--- config.mk ---
export PLATFORM = sky130hd
export DESIGN_NAME = vga_rect_fill
export DESIGN_NICKNAME = d
export VERILOG_FILES = /design/src/rtl/vga_rect_fill_pkg.sv /design/src/rtl/vga_rect_fill.sv
export SDC_FILE = /design/constraint.sdc
export NUM_CORES = 1
export LEC_CHECK = 0
export CORE_MARGIN = 1.5
export CORE_UTILIZATION = 56
export DETAILED_ROUTE_END_ITERATION = 8
export MAX_ROUTING_LAYER = met4
export PLACE_DENSITY_LB_ADDON = 0.12
export SLEW_MARGIN = 20
export SYNTH_ARGS = -nofsm -noshare
export SYNTH_HDL_FRONTEND = slang
export SYNTH_SLANG_ARGS = --single-unit
--- constraint.sdc ---
create_clock -name i_clk -period 7.55 [get_ports i_clk]
set_input_delay 1.51 -clock i_clk [delete_from_list [all_inputs] [get_ports i_clk]]
set_output_delay 1.51 -clock i_clk [all_outputs]
set_load 0.01 [all_outputs]
--- src/rtl/vga_rect_fill_pkg.sv ---
// rtl/vga_rect_fill_pkg.sv - shared vga resolution, address/pixel widths and fill FSM encoding
package vga_rect_fill_pkg;

    localparam int H_RES_DEF = 640;
    localparam int V_RES_DEF = 480;

    localparam int HW = 10;
    localparam int VW = 9;
    localparam int PW = 24;

    typedef logic [HW-1:0] haddr_t;
    typedef logic [VW-1:0] vaddr_t;
    typedef logic [PW-1:0] pixel_t;

    // One extra bit so that x0 + w and y0 + h cannot wrap before clipping.
    typedef logic [HW:0] hsum_t;
    typedef logic [VW:0] vsum_t;

    typedef enum logic [1:0] {
        ST_IDLE = 2'd0,
        ST_FILL = 2'd1,
        ST_DONE = 2'd2
    } fill_state_t;

endpackage

--- src/rtl/vga_rect_fill.sv ---
// rtl/vga_rect_fill.sv - solid rectangle fill engine writing clipped pixels into VRAM
module vga_rect_fill
    import vga_rect_fill_pkg::*;
#(
    parameter int H_RES = H_RES_DEF,
    parameter int V_RES = V_RES_DEF
) (
    input  logic          i_clk,
    input  logic          i_rst,
    input  logic          i_start,
    input  logic [9:0]    i_x0,
    input  logic [8:0]    i_y0,
    input  logic [9:0]    i_w,
    input  logic [8:0]    i_h,
    input  logic [23:0]   i_color,
    input  logic          i_wready,
    output logic          o_we,
    output logic [9:0]    o_waddr_h,
    output logic [8:0]    o_waddr_v,
    output logic [23:0]   o_wdata,
    output logic          o_busy,
    output logic          o_done
);

    localparam hsum_t H_LIM = hsum_t'(H_RES);
    localparam vsum_t V_LIM = vsum_t'(V_RES);

    fill_state_t state_q, state_d;
    haddr_t      x0_q, x0_d;
    haddr_t      x_q, x_d;
    vaddr_t      y_q, y_d;
    haddr_t      x_end_q, x_end_d;
    vaddr_t      y_end_q, y_end_d;
    pixel_t      color_q, color_d;

    hsum_t x_sum, x_clip, x_last;
    vsum_t y_sum, y_clip, y_last;
    logic  empty_rect;

    // Clip the far corner of the requested rectangle to the visible area.
    always_comb begin
        x_sum      = {1'b0, i_x0} + {1'b0, i_w};
        y_sum      = {1'b0, i_y0} + {1'b0, i_h};
        x_clip     = (x_sum > H_LIM) ? H_LIM : x_sum;
        y_clip     = (y_sum > V_LIM) ? V_LIM : y_sum;
        x_last     = x_clip - hsum_t'(1);
        y_last     = y_clip - vsum_t'(1);
        empty_rect = (i_w == '0) || (i_h == '0) ||
                     ({1'b0, i_x0} >= H_LIM) || ({1'b0, i_y0} >= V_LIM);
    end

    // Next-state logic: latch the job on start, then walk the cursor row-major.
    always_comb begin
        state_d = state_q;
        x0_d    = x0_q;
        x_d     = x_q;
        y_d     = y_q;
        x_end_d = x_end_q;
        y_end_d = y_end_q;
        color_d = color_q;
        case (state_q)
            ST_IDLE: begin
                if (i_start) begin
                    x0_d    = i_x0;
                    x_d     = i_x0;
                    y_d     = i_y0;
                    color_d = i_color;
                    x_end_d = x_last[HW-1:0];
                    y_end_d = y_last[VW-1:0];
                    state_d = empty_rect ? ST_DONE : ST_FILL;
                end
            end
            ST_FILL: begin
                // A stalled write keeps the cursor, so the address stays put.
                if (i_wready) begin
                    if (x_q < x_end_q) begin
                        x_d = x_q + haddr_t'(1);
                    end else if (y_q < y_end_q) begin
                        x_d = x0_q;
                        y_d = y_q + vaddr_t'(1);
                    end else begin
                        state_d = ST_DONE;
                    end
                end
            end
            ST_DONE: begin
                state_d = ST_IDLE;
            end
            default: begin
                state_d = ST_IDLE;
            end
        endcase
    end

    // State and job registers; reset clears everything so nothing is written afterwards.
    always_ff @(posedge i_clk or posedge i_rst) begin
        if (i_rst) begin
            state_q <= ST_IDLE;
            x0_q    <= '0;
            x_q     <= '0;
            y_q     <= '0;
            x_end_q <= '0;
            y_end_q <= '0;
            color_q <= '0;
        end else begin
            state_q <= state_d;
            x0_q    <= x0_d;
            x_q     <= x_d;
            y_q     <= y_d;
            x_end_q <= x_end_d;
            y_end_q <= y_end_d;
            color_q <= color_d;
        end
    end

    assign o_we      = (state_q == ST_FILL);
    assign o_waddr_h = x_q;
    assign o_waddr_v = y_q;
    assign o_wdata   = color_q;
    assign o_busy    = (state_q != ST_IDLE);
    assign o_done    = (state_q == ST_DONE);

endmodule

==> key figures, run 1 <==
Layout
  – Inserted Diodes: 0
  – Nets: 820
  – Multi-input logic area: 3040 sq um
  – Register area: 1850 sq um
  – Post-route cell area: 6480 sq um
  – Layout area overhead: 27.6%
  – # fillers: 668
  – Share of layout cells above drive strength 1: 0.0572

CTS
  – H-tree depth: 3
  – CTS tree: done
  – Clk slew on worst S/H paths: 0.08 ns
  – Num CTS Buffers: 9
  – Clock sinks: 74
  – Clock root cell: clkbuf_8
  – # hold bufs at CTS: 0
  – Worst skew pair latency: 0.35 ns
  – Max Buffers Root-to-Sink: 2
  – Setup Buffers After CTS: 0
  – # resized after CTS: 0

Route
  – Vias per cell: 6.00
  – Number of DRC markers in iteration 0: 244
  – Overall routed net length: 14.1 mm
  – DR vias: 4950
  – Pre-antenna DRT Iters: 5
  – DRC: 0
  – DR WL/cell: 17.0 um
  – Antenna Nets Post-Route: 0

Placement
  – Dpl cell area: 6300 sq um
  – Port Buffers: 111
  – GPL Wtd Cong: 0.942
  – Detailed placement HPWL: 10.6 mm

STA
  – Hold Slack: 0.479 ns
  – Worst Max-Slew Pin Slew: 0.954 ns
  – Final hold viol count: 0
  – Max-slew violation count: 0
  – Fin Clk Skew: 0.0139 ns
  – Final Critical Period: 5.13 ns
  – TNS Setup: 0 ns
  – Slew HR: 0.362
  – Max Clock Freq: 0.195 GHz
  – RSZ-0062 raised after global routing: no
  – Fin crit share: 0.679
  – Setup violations, final: 0

Global route
  – First-pass GRT wire length: 22.8 mm
  – GRT busiest layer: met2
  – Total GRT Usage: 0.303
  – M3 GR Usage: 0.0315
  – Pin count of the biggest net entering global routing: 75
  – Vias in the first global route: 4713
  – GR Overflow Total: 0
  – Met2 Usage GRT: 0.521
  – Antenna violations before repair: 0
  – Met1 GRT Util: 0.372

Yosys
  – Post-synth top flop: dfrtp_1
  – Post-synth EDFFs: 0
  – Top post-synthesis cells by count: 134 x nand2_1, 74 x dfrtp_1, 46 x o21ai_0
  – Yosys reg bits: 74
  – Synthesized area: 5080 sq um
  – Synth top area cells: dfrtp_1 36%, nand2_1 9.9%, ha_1 9.9%, o21ai_0 4.5%, nor2_1 3.0%
  – Syn Inst Count: 608
  – Register area share after synthesis: 0.365
  – Yosys cell types: 65
  – Syn avg cell area: 8.35 sq um
  – Synth async-reset ratio: 1.00
  – Top-area cell type share of the netlist area: 0.365
  – Most common cell in the netlist: nand2_1
  – Post-synth net total: 716
  – Area leader, netlist: dfrtp_1
  – Yosys warns: 0

Power
  – Max IR drop VDD: 0.170 mV
  – Leakage: 0.00292 uW
  – PwrDens: 373 nW/um^2

Die
  – # IOs: 112
  – Die width: 98.2 um
  – CORE AREA: 8760 sq um
  – Die ar.: 9650 sq um
  – Die height: 98.2 um
  – Initial cell density of the core: 0.580
  – FP Rows: 34

Setup path
  – WS Path Type: input port to register
  – Worst path arrival time: 5.31 ns
  – Worst Path Max Fanout: 7
  – CP Launch Type: input port
  – Critical Path RT: 7.74 ns
  – Endpoint type of the worst setup path: register

Job
  – Max cap viols: 0

Outcome
  – Outcome: complete, no violations

Worst hold path
  – Worst min path class: register to register
critical path, cell delays in order:
cell and delay [ns]:
clkdlybuf4s50_1 0.49, ha_1 0.22, inv_1 0.07, fa_1 0.43, xnor2_1 0.18, nor3b_1 0.34, inv_1 0.08, a211oi_1 0.40
nor4_1 0.16, a31oi_1 0.53, nand2_1 0.15, ha_1 0.27, nand4b_1 0.15, nor3_1 0.08, xnor2_1 0.15, a31oi_1 0.09
final cells by class:
cell class	instances	share of cell area
sequential	74	0.286
timing repair buffer	116	0.177
clock inverter	7	0.00927
multi-input combinational	478	0.469
tap	108	0.0208
clock buffer	9	0.0191
inverter	33	0.0191
power breakdown:
part / total (uW) / internal (uW) / leakage [uW] / switching [uW]
Clock: 295 / 125 / 0.0000848 / 170
Sequential: 750 / 588 / 0.000894 / 161
Combinational: 1380 / 616 / 0.00194 / 759
Total: 2420 / 1330 / 0.00292 / 1090
stage by stage:
stage | util | total power [uW] | std cells | worst slack [ns]
6_report | 0.740 | 2420 | 825 | 2.42
5_1_grt | 0.740 | 2610 | 825 | 2.10
4_1_cts | 0.740 | 2420 | 825 | 2.49
3_5_place_dp | 0.719 | 2120 | 809 | 2.12
3_3_place_gp | 0.718 | 2060 | 809 | 2.22
2_1_floorplan | - | 1570 | 608 | 2.85
placed cells by master, fill, tap and decap left out, types with 11 or more instances in the layout:
cell type	count
xor2_1	13
ha_1	40
inv_1	32
nor2_1	40
dfrtp_1	74
a21oi_1	20
nand2_1	134
xnor2_1	13
a31oi_1	11
nand3_1	16
o21ai_0	46
clkdlybuf4s50_1	111
metal layers:
layer  vias up  wire length (um)
met5         -                 0
met4         0               282
met3        22               739
met2       179              7080
met1      2379              5960
li1       2370                 -
final timing paths:
kind                       startpoint            to  slack, ns  depth (start not counted)
setup / recovery              i_y0[0]    y_end_q[8]       2.42                         16
hold / removal             o_wdata[7]    o_wdata[7]       0.48                          2
setup reg to reg           state_q[1]  o_waddr_h[0]       4.52                          8
hold reg to reg            o_wdata[7]    o_wdata[7]       0.48                          2
max in group asynchronous       i_rst    x_end_q[7]       5.16                          3
min in group asynchronous       i_rst   o_wdata[21]       1.77                          3
kinds of logic after synthesis:
kind of cell,count (synthesis),share of synthesized area
flip-flops,74,0.365
buffers and inverters,56,0.0414
multiplexers,4,0.00838
AND/OR/NAND/NOR,250,0.222
adder cells (fa/ha/maj),42,0.106
XOR/XNOR,26,0.0448
AO/OA/AOI/OAI,156,0.213
registers in the layout, summed over array words and instances (netlist names):
register / cells
o_waddr_h: 10
x_end_q: 10
y_end_q: 9
state_q: 2
o_wdata: 24
o_waddr_v: 9
x0_q: 10
No activity file was read; power rests on OpenSTA's default activity.
==> inputs of run 2 (changes only) <==
CORE_UTILIZATION = 47   (was 56)
clock period = 4.7 ns   (was 7.55 ns; I/O delays follow)
==> key figures, run 2 (synthesis gave the netlist of run 1 again) <==
STA
  – Max Clock Freq: 0.224 GHz
  – Fin crit share: 0.950
  – Setup violations, final: 0
  – RSZ-0062 raised after global routing: no
  – Max-slew violation count: 0
  – TNS Setup: 0 ns
  – Final Critical Period: 4.46 ns
  – Fin Clk Skew: 0.0102 ns
  – Final hold viol count: 0
  – Worst Max-Slew Pin Slew: 0.944 ns
  – Slew HR: 0.369

Setup path
  – CP Launch Type: input port
  – Cells along the critical path: clkdlybuf4s50_1 > ha_1 > inv_1 > fa_1 > xnor2_1 > or3b_1 > o21bai_4 > or4b_4 > a22oi_4 > nor2_2 > or2_2 > ha_1 > and3_1 > nand3b_1 > a31oi_1 > a22oi_2
  – CP most frequent cell: ha_1
  – Slowest-stage cell, CP: or4b_4
  – Worst path arrival time: 4.74 ns
  – Worst Path Max Fanout: 4
  – Family with the most delay on the worst path: simple AND/OR/NAND/NOR gates
  – CP Buf/Inv Count: 2
  – Endpoint type of the worst setup path: register
  – CP peak stage delay: 0.57 ns
  – WS Path Type: input port to register
  – Critical Path RT: 4.97 ns

Global route
  – First-pass GRT wire length: 22.6 mm
  – Vias in the first global route: 4654
  – Pin count of the biggest net entering global routing: 49
  – Antenna violations before repair: 0
  – Total GRT Usage: 0.255
  – GR Overflow Total: 0

CTS
  – H-tree depth: 3
  – Clock root cell: clkbuf_8
  – Num CTS Buffers: 9
  – Max Buffers Root-to-Sink: 2
  – Setup Buffers After CTS: 0
  – Clk slew on worst S/H paths: 0.08 ns
  – CTS tree: done
  – # resized after CTS: 0
  – Worst skew pair latency: 0.36 ns
  – Clock sinks: 74
  – # hold bufs at CTS: 0

Route
  – DR WL/cell: 16.0 um
  – Number of DRC markers in iteration 0: 310
  – DRC: 0
  – Overall routed net length: 13.8 mm
  – Vias per cell: 5.68
  – Antenna Nets Post-Route: 0
  – DR vias: 4895
  – Pre-antenna DRT Iters: 5

Job
  – Max cap viols: 0

Die
  – Die height: 107 um
  – Initial cell density of the core: 0.488
  – CORE AREA: 10400 sq um
  – Die ar.: 11400 sq um
  – Die width: 107 um
  – FP Rows: 37
  – # IOs: 112

Layout
  – Layout area overhead: 31.1%
  – Largest register FFs: 24
  – Inserted Diodes: 0
  – Commonest non-fill, non-tap cells in the layout: 134 x nand2_1, 111 x clkdlybuf4s50_1, 74 x dfrtp_1
  – Share of layout cells above drive strength 1: 0.0675
  – Nets: 829
  – Commonest non-fill, non-tap cell in the layout: nand2_1
  – Post-route cell area: 6660 sq um

Placement
  – GPL Wtd Cong: 0.891
  – Detailed placement HPWL: 10.4 mm
  – Dpl cell area: 6390 sq um
  – Port Buffers: 111

Outcome
  – Outcome: complete, no violations

Power
  – Max IR drop VDD: 0.293 mV
  – Leakage: 0.00301 uW
  – PwrDens: 611 nW/um^2

Worst hold path
  – Worst min path class: register to register
[run 2: changes by cell type in the layout (fill, tap and decap cells not counted), moves of 2 or more]
cell,delta
bufinv_16,+4
buf_4,+9
inv_6,-2
clkinvlp_4,-3
[run 2: where the power goes]
group / total, uW / switching (uW) / internal, uW
Combinational: 2200 / 1190 / 1000
Sequential: 1210 / 269 / 946
Clock: 654 / 244 / 409
[run 2: area by class of cell]
cell class                 instances  area (sq um)
fill                             887          3760
multi-input combinational        478          3030
sequential                        74          1850
timing repair buffer             125          1220
tap                              136           170
clock inverter                     6           138
clock buffer                      10           128
inverter                          33           124
[run 2: path summary, 6_finish.rpt]
path / from / to / slack (ns) / depth (start not counted)
hold reg to reg: x0_q[3] / x0_q[3] / 0.48 / 2
hold / removal: x0_q[3] / x0_q[3] / 0.48 / 2
min in group asynchronous: i_rst / o_wdata[8] / 0.96 / 2
setup / recovery: i_x0[0] / x_end_q[8] / 0.24 / 16
max in group asynchronous: i_rst / x0_q[8] / 2.73 / 3
setup reg to reg: o_waddr_v[5] / o_waddr_v[0] / 1.65 / 8
[run 2: through the flow]
| stage | worst slack (ns) | hold slack [ns] | cells | util | power (uW) |
|---|---|---|---|---|---|
| after CTS | 0.274 | 0.476 | 862 | 0.639 | 4070 |
| after detailed placement | -0.0734 | 0.458 | 846 | 0.614 | 3400 |
| final | 0.235 | 0.476 | 862 | 0.639 | 4070 |
| after global placement | 0.0552 | 0.453 | 846 | 0.614 | 3310 |
| after floorplan | 0.569 | 0.440 | 608 | - | 2530 |
| after global routing | 0.0768 | 0.491 | 862 | 0.639 | 4390 |
[run 2: worst reg2reg max path, delay by kind of cell (launching register included)]
| family | cells | cell delay, ns |
|---|---|---|
| AO/OA/AOI/OAI | 6 | 1.73 |
| adder cells (fa/ha/maj) | 1 | 0.37 |
| flip-flops | 1 | 0.51 |
| AND/OR/NAND/NOR | 1 | 0.33 |
[run 2: routing by layer]
layer,share of wire,GRT usage,vias up
li1,-,-,2384
met1,0.47,0.345,2355
met2,0.46,0.394,140
met3,0.056,0.0401,16
met4,0.015,0.0838,0
met5,0,-,-
